[config.mk]
export PLATFORM = sky130hd
export DESIGN_NAME = sparse_round_scheduler
export DESIGN_NICKNAME = d
export VERILOG_FILES = /design/src/rtl/sparse_round_scheduler_pkg.sv /design/src/rtl/sparse_round_scheduler_dummy_pos_gen.sv /design/src/rtl/sparse_round_scheduler.sv
export SDC_FILE = /design/constraint.sdc
export NUM_CORES = 1
export LEC_CHECK = 0
export CORE_MARGIN = 5
export CORE_UTILIZATION = 52
export CTS_CLUSTER_SIZE = 30
export DETAILED_ROUTE_END_ITERATION = 10
export PLACE_DENSITY = 0.89
export SKIP_CTS_REPAIR_TIMING = 1
export SLEW_MARGIN = 20
export SYNTH_ARGS = -nofsm -noshare
export SYNTH_HDL_FRONTEND = slang
export SYNTH_SLANG_ARGS = --single-unit
[constraint.sdc]
create_clock -name clk -period 4.9 [get_ports clk]
set_clock_uncertainty 0.2 [all_clocks]
set_input_delay 0.98 -clock clk [delete_from_list [all_inputs] [get_ports clk]]
set_output_delay 0.98 -clock clk [all_outputs]
set_load 0.05 [all_outputs]
[src/rtl/sparse_round_scheduler_pkg.sv]
// Shared types, sizes and helpers for the sparse round scheduler.
// Optional dummy-round padding is enabled with DUMMY_INSERT_EN.
package sparse_round_scheduler_pkg;

  localparam int unsigned WORD_WIDTH      = 32;
  localparam int unsigned MEM_SPARSE_SIZE = 50;
  localparam int unsigned POLY_BITS       = 17669;
  localparam int unsigned ADDR_W          = 10;
  localparam int unsigned CNT_W           = 6;
  localparam int unsigned POS_W           = 16;

  localparam logic [POS_W-1:0] LFSR_SEED = 16'hACE1;
  localparam logic [POS_W-1:0] LFSR_TAPS = 16'hB400;

  typedef enum logic [2:0] {
    S_IDLE,
    S_FETCH,
    S_LATCH,
    S_ISSUE,
    S_WAIT_ACK,
    S_WAIT_END,
    S_FINISH
  } state_e;

  function automatic logic [POS_W-1:0] pos_hi(input logic [WORD_WIDTH-1:0] w);
    return w[WORD_WIDTH-1:POS_W];
  endfunction

  function automatic logic [POS_W-1:0] pos_lo(input logic [WORD_WIDTH-1:0] w);
    return w[POS_W-1:0];
  endfunction

  function automatic logic pos_valid(input logic [WORD_WIDTH-1:0] w);
    return (pos_hi(w) < POS_W'(POLY_BITS)) && (pos_lo(w) < POS_W'(POLY_BITS));
  endfunction

  // Right-shifting Galois LFSR step.
  function automatic logic [POS_W-1:0] lfsr_step(input logic [POS_W-1:0] x);
    return x[0] ? ((x >> 1) ^ LFSR_TAPS) : (x >> 1);
  endfunction

  // 16-bit values are below 4*POLY_BITS, so three conditional subtracts always land in range.
  function automatic logic [POS_W-1:0] pos_mod(input logic [POS_W-1:0] x);
    logic [POS_W-1:0] r;
    r = x;
    for (int i = 0; i < 3; i++) begin
      if (r >= POS_W'(POLY_BITS)) r = r - POS_W'(POLY_BITS);
    end
    return r;
  endfunction

endpackage

[src/rtl/sparse_round_scheduler_dummy_pos_gen.sv]
// Dummy position-pair generator: LFSR plus modular reduction, 1-cycle latency per request.
// Only built when DUMMY_INSERT_EN is defined.
`ifdef DUMMY_INSERT_EN
module sparse_round_scheduler_dummy_pos_gen
  import sparse_round_scheduler_pkg::*;
(
  input  logic                  clk,
  input  logic                  rst,
  input  logic                  next_i,
  output logic [WORD_WIDTH-1:0] pair_o
);

  logic [POS_W-1:0]      lfsr_q, lfsr_d;
  logic [POS_W-1:0]      lfsr_a, lfsr_b;
  logic [WORD_WIDTH-1:0] pair_q, pair_d;

  // Two successive steps give the high and low positions.
  always_comb begin
    lfsr_a = lfsr_step(lfsr_q);
    lfsr_b = lfsr_step(lfsr_a);
    lfsr_d = lfsr_q;
    pair_d = pair_q;
    if (next_i) begin
      lfsr_d = lfsr_b;
      pair_d = {pos_mod(lfsr_a), pos_mod(lfsr_b)};
    end
  end

  always_ff @(posedge clk) begin
    if (rst) begin
      lfsr_q <= LFSR_SEED;
      pair_q <= '0;
    end else begin
      lfsr_q <= lfsr_d;
      pair_q <= pair_d;
    end
  end

  assign pair_o = pair_q;

endmodule
`endif

[src/rtl/sparse_round_scheduler.sv]
// Walks the sparse-position memory and runs one controller round per valid pair.
// Define DUMMY_INSERT_EN to pad every job to MEM_SPARSE_SIZE rounds with dummy pairs.
module sparse_round_scheduler
  import sparse_round_scheduler_pkg::*;
(
  input  logic                  clk,
  input  logic                  rst,
  input  logic                  start,
  input  logic [CNT_W-1:0]      sparse_count,
  output logic [ADDR_W-1:0]     sparse_mem_addr_o,
  input  logic [WORD_WIDTH-1:0] sparse_mem_data_i,
  output logic [WORD_WIDTH-1:0] ctrl_word_o,
  output logic                  ctrl_start_o,
  output logic                  ctrl_dummy_o,
  input  logic                  ctrl_busy_i,
  output logic [CNT_W-1:0]      round_idx_o,
  output logic                  busy,
  output logic                  done,
  output logic                  range_err
);

  state_e                state_q, state_d;
  logic [CNT_W-1:0]      count_q, count_d;
  logic [CNT_W-1:0]      rd_ptr_q, rd_ptr_d;
  logic [CNT_W-1:0]      round_q, round_d;
  logic [ADDR_W-1:0]     addr_q, addr_d;
  logic [WORD_WIDTH-1:0] word_q, word_d;
  logic [CNT_W-1:0]      round_idx_q, round_idx_d;
  logic                  busy_q, busy_d;
  logic                  range_err_q, range_err_d;
  logic                  ctrl_start_q, ctrl_start_d;
  logic                  done_q, done_d;

  logic [CNT_W-1:0]      rd_ptr_inc;
  logic [CNT_W-1:0]      round_inc;
  logic [CNT_W-1:0]      count_clamp;

  assign rd_ptr_inc  = rd_ptr_q + CNT_W'(1);
  assign round_inc   = round_q + CNT_W'(1);
  assign count_clamp = (sparse_count > CNT_W'(MEM_SPARSE_SIZE)) ? CNT_W'(MEM_SPARSE_SIZE)
                                                               : sparse_count;

`ifdef DUMMY_INSERT_EN
  logic                  dummy_q, dummy_d;
  logic                  gen_next_c;
  logic [WORD_WIDTH-1:0] gen_pair;

  sparse_round_scheduler_dummy_pos_gen u_dummy_pos_gen (
    .clk    (clk),
    .rst    (rst),
    .next_i (gen_next_c),
    .pair_o (gen_pair)
  );
`endif

  always_comb begin
    state_d      = state_q;
    count_d      = count_q;
    rd_ptr_d     = rd_ptr_q;
    round_d      = round_q;
    addr_d       = addr_q;
    word_d       = word_q;
    round_idx_d  = round_idx_q;
    busy_d       = busy_q;
    range_err_d  = range_err_q;
    ctrl_start_d = 1'b0;
    done_d       = 1'b0;
`ifdef DUMMY_INSERT_EN
    dummy_d      = dummy_q;
    gen_next_c   = 1'b0;
`endif

    case (state_q)
      S_IDLE: begin
        if (start) begin
          count_d     = count_clamp;
          rd_ptr_d    = '0;
          round_d     = '0;
          addr_d      = '0;
          busy_d      = 1'b1;
          range_err_d = 1'b0;
`ifdef DUMMY_INSERT_EN
          state_d     = S_FETCH;
`else
          state_d     = (count_clamp == '0) ? S_FINISH : S_FETCH;
`endif
        end
      end

      S_FETCH: begin
`ifdef DUMMY_INSERT_EN
        gen_next_c = (rd_ptr_q >= count_q);
`endif
        state_d = S_LATCH;
      end

      // Real entries are range-checked here; bad ones are skipped without consuming a round.
      S_LATCH: begin
        if (rd_ptr_q < count_q) begin
          rd_ptr_d = rd_ptr_inc;
          if (!pos_valid(sparse_mem_data_i)) begin
            range_err_d = 1'b1;
            if (rd_ptr_inc < count_q) begin
              addr_d  = ADDR_W'(rd_ptr_inc);
              state_d = S_FETCH;
            end else begin
`ifdef DUMMY_INSERT_EN
              state_d = (round_q < CNT_W'(MEM_SPARSE_SIZE)) ? S_FETCH : S_FINISH;
`else
              state_d = S_FINISH;
`endif
            end
          end else begin
            word_d       = sparse_mem_data_i;
            round_idx_d  = round_q;
            ctrl_start_d = 1'b1;
            state_d      = S_ISSUE;
`ifdef DUMMY_INSERT_EN
            dummy_d      = 1'b0;
`endif
          end
        end else begin
`ifdef DUMMY_INSERT_EN
          word_d       = gen_pair;
          round_idx_d  = round_q;
          ctrl_start_d = 1'b1;
          dummy_d      = 1'b1;
          state_d      = S_ISSUE;
`else
          state_d      = S_FINISH;
`endif
        end
      end

      S_ISSUE: state_d = S_WAIT_ACK;

      S_WAIT_ACK: begin
        if (ctrl_busy_i) state_d = S_WAIT_END;
      end

      // Falling busy ends the round.
      S_WAIT_END: begin
        if (!ctrl_busy_i) begin
          round_d = round_inc;
`ifdef DUMMY_INSERT_EN
          dummy_d = 1'b0;
`endif
          if (rd_ptr_q < count_q) begin
            addr_d  = ADDR_W'(rd_ptr_q);
            state_d = S_FETCH;
          end else begin
`ifdef DUMMY_INSERT_EN
            state_d = (round_inc < CNT_W'(MEM_SPARSE_SIZE)) ? S_FETCH : S_FINISH;
`else
            state_d = S_FINISH;
`endif
          end
        end
      end

      S_FINISH: begin
        done_d  = 1'b1;
        busy_d  = 1'b0;
        state_d = S_IDLE;
      end

      default: state_d = S_IDLE;
    endcase
  end

  always_ff @(posedge clk) begin
    if (rst) begin
      state_q      <= S_IDLE;
      count_q      <= '0;
      rd_ptr_q     <= '0;
      round_q      <= '0;
      addr_q       <= '0;
      word_q       <= '0;
      round_idx_q  <= '0;
      busy_q       <= 1'b0;
      range_err_q  <= 1'b0;
      ctrl_start_q <= 1'b0;
      done_q       <= 1'b0;
    end else begin
      state_q      <= state_d;
      count_q      <= count_d;
      rd_ptr_q     <= rd_ptr_d;
      round_q      <= round_d;
      addr_q       <= addr_d;
      word_q       <= word_d;
      round_idx_q  <= round_idx_d;
      busy_q       <= busy_d;
      range_err_q  <= range_err_d;
      ctrl_start_q <= ctrl_start_d;
      done_q       <= done_d;
    end
  end

`ifdef DUMMY_INSERT_EN
  always_ff @(posedge clk) begin
    if (rst) dummy_q <= 1'b0;
    else     dummy_q <= dummy_d;
  end
  assign ctrl_dummy_o = dummy_q;
`else
  assign ctrl_dummy_o = 1'b0;
`endif

  assign sparse_mem_addr_o = addr_q;
  assign ctrl_word_o       = word_q;
  assign ctrl_start_o      = ctrl_start_q;
  assign round_idx_o       = round_idx_q;
  assign busy              = busy_q;
  assign done              = done_q;
  assign range_err         = range_err_q;

endmodule
Word-level counts from Yosys, hierarchy flattened
Cells that the tools add are included.
- $add $sub $neg: 2
- magnitude comparators: 5
- equality and inequality tests: 13
- muxes and demuxes: 30
- bitwise gates (word level): 2
- reduce and logical (&&, ||, !) cells: 16
- operators by type and width (kind ; count):
    10-bit two-way mux ; 6
    16-bit by 15-bit < comparator with 1-bit output (second input constant) ; 2
    10-bit case mux with 3 select lines ; 1
    3-bit two-way mux ; 8
    6-bit two-way mux ; 4
    6-bit case mux with 2 select lines ; 2
    3-bit case mux with 6 select lines ; 1
    2-bit inequality test (second input constant) ; 7
    6-bit by 1-bit adder with 6-bit output (second input constant) ; 2
    6-bit < comparator ; 2
    3-bit AND reduction ; 4
    3-bit equality test (second input constant) ; 3
    7-bit AND reduction ; 1
    3-bit by 2-bit equality test with 1-bit output (second input constant) ; 2
    6-bit > comparator (second input constant) ; 1
    6-bit logical NOT ; 1
    1-bit two-way mux ; 6
    2-bit nonzero test ; 3
    1-bit case mux with 2 select lines ; 2
    2-bit AND reduction ; 2
    4-bit AND reduction ; 1
    3-bit by 1-bit equality test with 1-bit output (second input constant) ; 1
    3-bit logical NOT ; 1
    3-bit nonzero test ; 1
    3 further kinds ; 4
- bits in registers: 73
- word-level logic and storage cells: 79

Longest topological paths before layout
- depth after elaboration: 6
- gate-level depth with buffers: 11
- gate-level depth less buffers: 10

Worst setup path before layout
OpenSTA, ideal clock, no wires.
- kind: register to register
- start: register rd_ptr_q[0]
- end: register addr_q[2], in the netlist sparse_mem_addr_o[2]
- library setup time: 0.072 ns
- data arrival time: 2.508 ns
- slack: 2.120 ns
- cell stages (with the launch flop): 12
- buffers on the path: 1
- cells stage by stage: dfxtp_1 > ha_1 > nand3_1 > xnor2_1 > ha_1 > a21o_1 > a21oi_1 > o21ai_0 > a22oi_1 > and3_1 > buf_6 > mux2i_1
- longest elaborated chain between the ends: 5
- ends and longest elaborated chain (item ; RTL line ; text):
    from (decl) ; sparse_round_scheduler.sv:24 ; logic [CNT_W-1:0] rd_ptr_q, rd_ptr_d;
    from (signal assigned) ; sparse_round_scheduler.sv:187 ; rd_ptr_q <= rd_ptr_d;
    parallel branches: the longest is 5 deep, another holds 6-bit by 1-bit adder with 6-bit output ; -- ;
    to (signal assigned) ; sparse_round_scheduler.sv:189 ; addr_q <= addr_d;
    to (decl) ; sparse_round_scheduler.sv:26 ; logic [ADDR_W-1:0] addr_q, addr_d;
Parallel ways; which one is timed is not known. The select of a mux whose other input is x is not followed.
A chain may end at the register's enable or synchronous reset.

Final worst setup path
Ends and elaborated chain as after synthesis.

==> reports/qor.yml <==
pwr:
  peakVddDrop_uv: 210
  powerDensity_nw_per_um2: 411
  cellLeakagePower_nw: 1.58
timing:
  finalCritPeriodShare_pct: 71.3
  grt_setup_unrepaired: "false"
  slew_viol_final: 0
  fin_crit_ps: 3490
  setup_viol: 0
  tightest_slew_ps: 738
  slew_headroom_pct: 50.3
  finalWorstSetupSlack_ps: 1410
  hold_viol_final: 0
  fmax_mhz: 286
  finalSetupTns_ps: 0
  hold_ws_ps: 251
setup_path:
  endpoint_kind: "flip-flop"
  crit_slowest_cell: "a22oi_1"
  cp_max_fo: 8
  required_ps: 4980
  crit_path_cell_trace: "ha_1 -> nand3_1 -> xnor2_1 -> ha_1 -> a21o_1 -> a21oi_1 -> o21ai_0 -> a22oi_1 -> and3_1 -> mux2i_1"
  r2r_setup_slack_ps: 1410
  critPathBufInv: 0
  cp_common_cell: "ha_1"
  crit_type: "reg2reg"
  max_stage_delay_ps: 510
  critPathTopFamily: "compound AO/OA/AOI/OAI gates"
  startpoint_type: "flip-flop"
  critPathArrivalTime_ps: 3570
detailed_routing:
  vias: 3487
  wl_mm: 9.46
  antenna_left: 0
  routed.top_layer: "met4"
  drc_errors: 0
  drt_iter0_markers: 310
  dr_wl_met2_mm: 4.70
  wl_per_cell_um: 16.4
  met1_length_mm: 3.90
  drt-pass1-iter-count: 5
  wl_met3_um: 558
  via_per_inst: 6.03
floorplan:
  dieHeight_um: 91.9
  initial_core_util_pct: 54.3
  num_io_pins: 95
  die_area_um2: 8440
  die_x_um: 91.9
  core-area_um2: 6420
  placementRows: 29
grt:
  grt_pass1_vias: 3439
  grt_use_total_pct: 22.9
  grt_pass1_wl_mm: 16.0
  antenna_found_initial: 0
  grt_max_degree: 60
  globalRoute.totalOverflow: 0
yosys:
  synth_edf_count: 0
  synth-async-reset-ratio_pct: 0
  yosysSeqAreaShare_pct: 39.6
  yosys_most_used_dff: "dfxtp_1"
  synth.distinct_cells: 56
  yosysWarnings: 0
  syn_area_per_cell_um2: 8.26
  synth_area_um2: 3490
  synth_seq_cells: 69
  syn-instance-count: 422
run:
  drv_cap: 0
cells_and_area:
  drive_gt1_share_pct: 8.18
  mostFrequentLayoutCells: "88 x clkdlybuf4s50_1, 69 x dfxtp_1, 59 x a21oi_1, 45 x nand3_1, 44 x o21ai_0"
  fin_cells: 578
  antenna_cells: 0
  fillers: 521
  final_common_cell: "clkdlybuf4s50_1"
  syn_to_final_growth_pct: 29.7
  nNetsFinal: 550
place:
  dpl.cell_count: 562
  place_ws_ps: 1160
  place_hpwl_mm: 6.80
  gp_congestion: 0.943
  io_buffer_count: 89
clock_network:
  clock_path_buffers: 2
  cts_root_buffer: "clkbuf_8"
  path_clk_slew_ps: 70
  cts_tree: "built"
  cts-buffers-inserted: 9
  clk_latency_ps: 360
  clock_sinks: 69
  htree_num_levels: 3
min_path:
  hold_class: "reg2reg"
status:
  status: "complete, no violations"
## cells in the mapped netlist, types with 2 or more instances
| library cell | number | share of area, % |
|---|---|---|
| buf_6 | 3 | 0.97 |
| clkbuf_1 | 12 | 1.3 |
| nand4_1 | 4 | 0.72 |
| o22ai_1 | 2 | 0.36 |
| and3_1 | 4 | 0.72 |
| ha_1 | 12 | 4.3 |
| o211ai_1 | 2 | 0.43 |
| or2_2 | 3 | 0.54 |
| a211oi_1 | 2 | 0.43 |
| a2111oi_2 | 2 | 0.86 |
| a21oi_2 | 2 | 0.50 |
| buf_4 | 8 | 1.7 |
| nor3_1 | 6 | 0.86 |
| nor4_1 | 2 | 0.36 |
| xnor2_1 | 4 | 1.0 |
| o21ai_0 | 44 | 6.3 |
| nor2_1 | 25 | 2.7 |
| inv_1 | 13 | 1.4 |
| buf_2 | 8 | 1.1 |
| dfxtp_1 | 69 | 40 |
| a21o_1 | 2 | 0.43 |
| a21oi_1 | 59 | 8.5 |
| nand2_1 | 19 | 2.0 |
| a22oi_1 | 2 | 0.43 |
| o21ai_2 | 2 | 0.50 |
| a31oi_1 | 7 | 1.3 |
| nand3_1 | 45 | 6.5 |
| nor2b_1 | 4 | 0.72 |
| xor2_1 | 5 | 1.3 |
| a211o_1 | 4 | 1.0 |
| clkbuf_2 | 2 | 0.29 |
| o21a_1 | 2 | 0.43 |
| nand2b_1 | 7 | 1.3 |
| mux2i_1 | 7 | 2.0 |
| a211oi_2 | 5 | 1.8 |
| nor3b_1 | 3 | 0.65 |
## routing by layer
metal / track usage (%) / vias up
met1: 27.2 / 1652
met5: 0 / -
li1: - / 1663
met2: 38.6 / 141
met3: 5.73 / 31
met4: 11.0 / 0
## flip-flops by register name (all words and copies together) (netlist names)
name and flops:
busy 1, count_q 6, ctrl_start_o 1, ctrl_word_o 32
done 1, range_err 1, rd_ptr_q 6, round_idx_o 6
round_q 6, sparse_mem_addr_o 6, state_q 3
## cell families (layout without fill, tap and decap cells)
kind of cell | Yosys count | in the layout | synth area share (%)
AOI/OAI and AO/OA | 145 | 145 | 25.3
and+or+nand+nor | 132 | 132 | 19.4
DFF | 69 | 69 | 39.6
buffers and inverters | 47 | 122 | 6.93
adders and majority gates | 12 | 12 | 4.31
xor gates and xnor gates | 9 | 9 | 2.26
muxes | 7 | 7 | 2.01
other | 1 | 5 | 0.108
## final cells by class
cell class | count | area (um2) | share of cell area (%)
multi-input combinational | 310 | 1880 | 41.6
sequential | 69 | 1380 | 30.5
timing repair buffer | 93 | 916 | 20.3
clock buffer | 10 | 128 | 2.82
tap | 77 | 96.3 | 2.13
clock inverter | 6 | 71.3 | 1.58
inverter | 13 | 48.8 | 1.08
## worst register-to-register path, cell delays in order, from the launching register on
cell and delay, ps:
dfxtp_1 480, ha_1 310, nand3_1 130, xnor2_1 210, ha_1 280, a21o_1 190, a21oi_1 150, o21ai_0 290
a22oi_1 510, and3_1 440, mux2i_1 240
## power breakdown
part / total, mW / internal, mW / leakage (nW) / switching [mW]
sequential: 0.676 / 0.612 / 0.558 / 0.0634
combinational: 0.710 / 0.260 / 0.927 / 0.450
clock: 0.472 / 0.239 / 0.0935 / 0.233
## final timing paths
check	start	endpoint	cells after the start
hold reg to reg	range_err$_SDFFE_PP0P_	range_err$_SDFFE_PP0P_	2
setup / recovery	rd_ptr_q[0]$_SDFFE_PP0P_	sparse_mem_addr_o[2]$_SDFFE_PP0P_	10
hold / removal	range_err$_SDFFE_PP0P_	range_err$_SDFFE_PP0P_	2
setup reg to reg	rd_ptr_q[0]$_SDFFE_PP0P_	sparse_mem_addr_o[2]$_SDFFE_PP0P_	10
## stage by stage
step                cell area, um2  power [mW]  util, %
floorplan                     3500        1.23        -
finish                        4520        1.86     70.4
CTS                           4520        1.86     70.4
global route                  4520        1.97     70.4
global placement              4320        1.37     67.3
detailed placement            4320        1.39     67.3
Power figures use the tool's default switching activity.
